$ cat config.mk
export PLATFORM = sky130hd
export DESIGN_NAME = grid_loader
export DESIGN_NICKNAME = d
export VERILOG_FILES = /design/src/rtl/grid_pkg.sv /design/src/rtl/grid_regfile.sv /design/src/rtl/grid_loader.sv
export SDC_FILE = /design/constraint.sdc
export NUM_CORES = 1
export LEC_CHECK = 0
export ABC_CLOCK_PERIOD_IN_PS = 4500
export CAP_MARGIN = 25
export CELL_PAD_IN_SITES_DETAIL_PLACEMENT = 0
export CELL_PAD_IN_SITES_GLOBAL_PLACEMENT = 2
export CORE_UTILIZATION = 30
export DETAILED_ROUTE_END_ITERATION = 6
export PLACE_DENSITY = 0.77
export RECOVER_POWER = 25
export SYNTH_ARGS = -nofsm -noshare
export SYNTH_HDL_FRONTEND = slang
export SYNTH_SLANG_ARGS = --single-unit
$ cat constraint.sdc
create_clock -name Clk -period 4.5 [get_ports Clk]
set_input_delay 0.9 -clock Clk [delete_from_list [all_inputs] [get_ports Clk]]
set_output_delay 0.9 -clock Clk [all_outputs]
set_load 0.005 [all_outputs]
$ cat src/rtl/grid_pkg.sv
// Shared constants and FSM state encoding for the 4x4 grid loader.
// Cell indices are row-major: index = (row-1)*GRID_DIM + (col-1).
package grid_pkg;

  localparam int GRID_DIM  = 4;
  localparam int NUM_CELLS = GRID_DIM * GRID_DIM;
  localparam int CELL_W    = 8;
  localparam int IDX_W     = $clog2(NUM_CELLS);
  localparam int CNT_W     = IDX_W + 1;
  localparam int DLY_W     = 4;

  typedef logic [CELL_W-1:0] cell_t;

  typedef enum logic [1:0] {
    IDLE   = 2'd0,
    LOAD   = 2'd1,
    SETTLE = 2'd2,
    RUN    = 2'd3
  } state_e;

endpackage

$ cat src/rtl/grid_regfile.sv
// 16x8 cell storage: one indexed write port, all cells readable in parallel.
// Reset clears every cell asynchronously so the solver never sees stale data.
module grid_regfile
  import grid_pkg::*;
(
  input  logic                          clk_i,
  input  logic                          rst_i,
  input  logic                          we_i,
  input  logic [IDX_W-1:0]              idx_i,
  input  logic [CELL_W-1:0]             wdata_i,
  output logic [NUM_CELLS-1:0][CELL_W-1:0] cells_o
);

  logic [NUM_CELLS-1:0][CELL_W-1:0] cells_q;

  always_ff @(posedge clk_i or posedge rst_i) begin
    if (rst_i) begin
      cells_q <= '0;
    end else if (we_i) begin
      cells_q[idx_i] <= wdata_i;
    end
  end

  assign cells_o = cells_q;

endmodule

$ cat src/rtl/grid_loader.sv
// Loads 16 initial cell bytes over a valid/ready stream, then releases the
// solver reset RELEASE_DELAY cycles after the last byte is captured.
//
//   state  | meaning
//   IDLE   | waiting for START, solver held in reset
//   LOAD   | accepting bytes, COUNT = bytes taken so far
//   SETTLE | grid full, solver still in reset for RELEASE_DELAY cycles
//   RUN    | solver released, grid stable
module grid_loader
  import grid_pkg::*;
#(
  parameter int RELEASE_DELAY = 2
) (
  input  logic              Clk,
  input  logic              Reset,
  input  logic              START,
  input  logic [CELL_W-1:0] DIN,
  input  logic              DIN_VALID,
  output logic              DIN_READY,
  output logic [CELL_W-1:0] IN11,
  output logic [CELL_W-1:0] IN12,
  output logic [CELL_W-1:0] IN13,
  output logic [CELL_W-1:0] IN14,
  output logic [CELL_W-1:0] IN21,
  output logic [CELL_W-1:0] IN22,
  output logic [CELL_W-1:0] IN23,
  output logic [CELL_W-1:0] IN24,
  output logic [CELL_W-1:0] IN31,
  output logic [CELL_W-1:0] IN32,
  output logic [CELL_W-1:0] IN33,
  output logic [CELL_W-1:0] IN34,
  output logic [CELL_W-1:0] IN41,
  output logic [CELL_W-1:0] IN42,
  output logic [CELL_W-1:0] IN43,
  output logic [CELL_W-1:0] IN44,
  output logic              LOADED,
  output logic              SOLVER_RESET,
  output logic [CNT_W-1:0]  COUNT
);

  state_e             state_q, state_d;
  logic [CNT_W-1:0]   count_q, count_d;
  logic [DLY_W-1:0]   dly_q, dly_d;
  logic               wr_en;
  logic [NUM_CELLS-1:0][CELL_W-1:0] cells;

  grid_regfile u_regfile (
    .clk_i   (Clk),
    .rst_i   (Reset),
    .we_i    (wr_en),
    .idx_i   (count_q[IDX_W-1:0]),
    .wdata_i (DIN),
    .cells_o (cells)
  );

  always_ff @(posedge Clk or posedge Reset) begin
    if (Reset) begin
      state_q <= IDLE;
      count_q <= '0;
      dly_q   <= '0;
    end else begin
      state_q <= state_d;
      count_q <= count_d;
      dly_q   <= dly_d;
    end
  end

  // START has priority over everything, including a handshake in the same cycle.
  always_comb begin
    state_d = state_q;
    count_d = count_q;
    dly_d   = dly_q;
    wr_en   = 1'b0;
    if (START) begin
      state_d = LOAD;
      count_d = '0;
      dly_d   = '0;
    end else begin
      unique case (state_q)
        IDLE: ;
        LOAD: begin
          if (DIN_VALID) begin
            wr_en   = 1'b1;
            count_d = count_q + CNT_W'(1);
            if (count_q == CNT_W'(NUM_CELLS - 1)) begin
              state_d = SETTLE;
              dly_d   = DLY_W'(RELEASE_DELAY - 1);
            end
          end
        end
        SETTLE: begin
          if (dly_q == '0) begin
            state_d = RUN;
          end else begin
            dly_d = dly_q - DLY_W'(1);
          end
        end
        RUN: ;
        default: state_d = IDLE;
      endcase
    end
  end

  assign DIN_READY    = (state_q == LOAD);
  assign LOADED       = (state_q == SETTLE) || (state_q == RUN);
  assign SOLVER_RESET = (state_q != RUN);
  assign COUNT        = count_q;

  assign IN11 = cells[0];
  assign IN12 = cells[1];
  assign IN13 = cells[2];
  assign IN14 = cells[3];
  assign IN21 = cells[4];
  assign IN22 = cells[5];
  assign IN23 = cells[6];
  assign IN24 = cells[7];
  assign IN31 = cells[8];
  assign IN32 = cells[9];
  assign IN33 = cells[10];
  assign IN34 = cells[11];
  assign IN41 = cells[12];
  assign IN42 = cells[13];
  assign IN43 = cells[14];
  assign IN44 = cells[15];

endmodule

Yosys cells after proc, flatten, opt, wreduce, memory -nomap -nowiden:

Cells that the tools add are included.

* flip-flop bits (word level): 139
* input port bits: 12
* output and inout bits: 136

* reduce and logical (&&, ||, !) cells: 9
* eq/ne operators: 9
* order comparisons: 2
* mux-type cells: 19
* add/sub/neg operators: 2

Operators with widths (number)
* $bwmux W128: 1
* $demux W8 S4: 1
* $mux W4: 4
* $mux W5: 3
* $ne A3 B3 Y1 const B: 3
* $mux W2: 4
* $mux W8: 1
* $pmux W4 S2: 1
* $reduce_and A4 Y1: 2
* $add A5 B1 Y5 const B: 1
* $eq A5 B4 Y1 const B: 1
* $lt A4 B5 Y1 const B: 1
* $eq A2 B2 Y1 const B: 2
* $ge A4 B1 Y1 const B: 1
* $logic_not A4 Y1: 1
* $pmux W2 S2: 1
* $reduce_bool A2 Y1: 2
* $sub A4 B1 Y4 const B: 1
* $mux W1: 3
* $ne A3 B2 Y1 const B: 1
* $reduce_bool A3 Y1: 1
* $eq A2 B1 Y1 const B: 1
* $ne A2 B2 Y1 const B: 1
* $reduce_and A2 Y1: 1
* 2 further kinds: 2

Logic depth before layout (Yosys ltp):

* depth after elaboration: 5
* gate-level depth with buffers: 6

By module:

A second synthesis with hierarchy kept.

* cell total of the unflattened synthesis: 362
* area, all modules: 5524.0 µm²

By module, submodules not included
* grid_regfile: instances 1, sequential area each 3203.1 µm², cells an instance 295, area each 4865.9 µm²
* grid_loader: instances 1, sequential area each 275.3 µm², cells an instance 67, area each 658.1 µm²

Least setup slack after synthesis:

No wires, ideal clock.

* path type: input-to-reg
* from: input port START
* to: register u_regfile.cells_q (netlist bit u_regfile.cells_o[112])
* arrival: 1.987 ns
* setup slack: 2.389 ns
* cell stages on the path: 5
* buffers on the path: 2
* data required time: 4.375 ns
* setup time: 0.125 ns
* cell sequence: nor4bb_4 buf_6 and4_1 buf_4 mux2_2

* cells in the longest elaborated chain, start to end: 1

Ends and longest elaborated chain
* start, declared: line grid_loader.sv:16 `input logic START,`
* $mux W1: line grid_loader.sv:74 `if (START) begin`
* end signal, assigned by index: line grid_regfile.sv:20 `cells_q[idx_i] <= wdata_i;`
* end, declared: line grid_regfile.sv:14 `logic [NUM_CELLS-1:0][CELL_W-1:0] cells_q;`

No other way between the ends.
A chain may end at the register's enable or synchronous reset.

Final worst setup path:

* from: input port START
* to: register u_regfile.cells_q (netlist bit u_regfile.cells_o[119])

Same word-level chain as after synthesis.

==> results_dict.tcl <==
set metrics [dict create \
    status "complete, but fails checks" \
    violations "max-capacitance violations, max-slew violations" \
    async_flop_share 1.000 \
    cts_tree "yes" \
    root_buffer "clkbuf_16" \
    vias 3538 \
    portBuffers 147 \
    wl_per_cell_um 19.10 \
    reg2reg_setup_slack_ps 2360 \
    min_path_cells 1 \
    ys.flop_type "dfrtp_1" \
    hold_path_startpoint "u_regfile.cells_o[24]" \
    synthMuxAreaShare 0.2590 \
    ys_seq_area_frac 0.6077 \
    synth.top_cells.by_area "dfrtp_1 (61%), mux2_2 (23%), nand3_4 (3.1%)" \
    drt_wl_total_um 14400 \
    globalRouteTotalUtil 0.1573 \
    dieArea_um2 19640 \
    post_cts_buffers 0 \
    fmax_mhz 343.7 \
    antenna_found_initial 1 \
    synthAdderAreaFrac 0.01530 \
    cts_resized 0 \
    grt_pass1_wl_um 22890 \
    core_area_um2 18710 \
    p_leak_uw 0.003722 \
    layout-drive-gt1-share 0.3404 \
    drtAntennaViolNets 0 \
    hold_buffers 0 \
    clk_pin_slew_ps 60 \
    timing.rr.end "u_regfile.cells_o[119]" \
    drc 0 \
    synth_top_area_cell "dfrtp_1" \
    mostFrequentLayoutCell "clkdlybuf4s50_1" \
    cts_buffer_depth 2 \
    drtIter0Drc 144 \
    dieHeight_um 140.1 \
    rows 50 \
    cap_violations 1 \
    syn_inst 359 \
    clk_latency_ps 410 \
    wl_met3_um 698 \
    dieWidth_um 140.1 \
    wl_met1_um 6606 \
    fin_crit_ps 2909 \
    synthSimpleGateAreaFrac 0.07126 \
    hpwl_um 9468 \
    vias_per_cell 4.692 \
    routabilityCongestion 0.7230 \
    diodes 0 \
    synth_xor_area_frac 0.003060 \
    grt_setup_unrepaired "no" \
    worst-endpoint-arrival_ps 3200 \
    crit_type "primary input to flip-flop" \
    syn_area_um2 5724 \
    yosysWarningCount 0 \
    synth_compound_area_frac 0.01792 \
    numCtsBuffers 17 \
    worstMarginPinSlew_ps 1919 \
    initial_utilization 0.3060 \
    hold_end "u_regfile.cells_o[24]" \
    whs_ps 504.2 \
    synth_nets 378 \
    synth_seq_cells 139 \
    setup-violations-final 0 \
    synth.avg_cell_area_um2 15.94 \
    topRoutingLayerUsed "met4" \
    fin_crit_sh 0.6465 \
    hp-class "flip-flop to flip-flop" \
    clock_skew_ps 7.718 \
    startpoint_type "primary input" \
    hold_viol_final 0 \
    r2r-start "state_q[1]" \
    slew-limit-headroom -0.2793 \
    synth_top_family_by_area "multiplexers" \
    grt_overflow_total 0 \
    p_per_area_nw_per_um2 384.5 \
    end_kind "flip-flop" \
    cts_sinks 139 \
    area_delta_synth_final_pct 39.85 \
    slew_violations 140 \
    fin_setup_tns_ps 0 \
    netlist.area_leader.share 0.6077 \
    grt_pass1_vias 3807 \
    synth-edff-count 0 \
    path_max_fanout 16 \
    worstPathRequired_ps 4790 \
    ios 148 \
    r2r.worst_path.cells 4 \
    dr_wl_met2_um 6963 \
    htree_levels 4 \
    synth_cell_type_count 38 \
    ir_drop_mv 0.2448 \
    grt_max_degree 140 \
    nNetsFinal 527 \
    final_cell_mix "clkdlybuf4s50_1 (145), dfrtp_1 (139), mux2_2 (117)" \
    first_pass_iters 4 \
]
## sequential cells by signal, indices dropped and copies added (netlist names)
signal / cells
u_regfile.cells_o: 128
COUNT: 5
dly_q: 4
state_q: 2
## cells by family after synthesis
group / count (synthesis)
flops: 139
mux: 128
simple gates: 41
buf+inv: 28
compound gates: 14
fa+ha+maj: 7
xor+xnor: 2
## cell type report
type                       instances  area [um^2]
fill                            1669        10700
inverter                           9        37.54
clock buffer                      22        474.2
sequential                       139         3478
clock inverter                     9        137.6
multi-input combinational        192         2098
tap                              234        292.8
timing repair buffer             149         1486
## power by group
group	internal, uW	leakage, uW	switching (uW)
combinational	164	0.00152	121
sequential	1310	0.00191	36.6
clock	917	0.000297	531
total	2390	0.00372	688
## worst max-delay path: stages
cell and delay, ps:
clkdlybuf4s50_1 660, nor4bb_4 380, buf_4 380, and4_1 480, mux2_2 390
## layer usage
metal	GRT usage	up-vias
met5	0	-
met4	0.05726	0
met1	0.1991	1859
li1	-	1574
met2	0.2566	96
met3	0.04410	9
## worst max-delay path by stage
stage,endpoint,slack (ps),startpoint,depth (start not counted)
after CTS,u_regfile.cells_o[116],1620,START,5
after global placement,u_regfile.cells_o[114],1260,START,5
after floorplan,COUNT[0],1860,Reset,1
after detailed placement,u_regfile.cells_o[116],1180,START,5
after global routing,u_regfile.cells_o[80],1260,Reset,3
final,u_regfile.cells_o[119],1590,START,5
## per-stage QoR
step | instances | instance area [um^2] | util | total power, uW | setup WS [ps]
after floorplan | 359 | 5728 | - | 1487 | 1865
after global placement | 723 | 7406 | 0.3959 | 1654 | 1265
after detailed placement | 723 | 7406 | 0.3959 | 1663 | 1183
after CTS | 754 | 8018 | 0.4286 | 3128 | 1622
after global routing | 754 | 8005 | 0.4280 | 3206 | 1257
final | 754 | 8005 | 0.4280 | 3078 | 1591
## cells in the mapped netlist, types with 2 or more instances
cell type    n
a21oi_1      5
nor3b_1      2
o21ai_0      2
ha_1         7
nand4_2      2
nand3_2      2
nand3_4     10
and2b_1      2
buf_4        4
a221o_1      3
nor2b_1      4
mux2_4      11
clkbuf_1     9
and4_1       2
or3_1        2
buf_2        3
nand2_1      5
inv_1        9
mux2_2     117
and3_1       2
dfrtp_1    139
(Power assumes the default switching activity.)
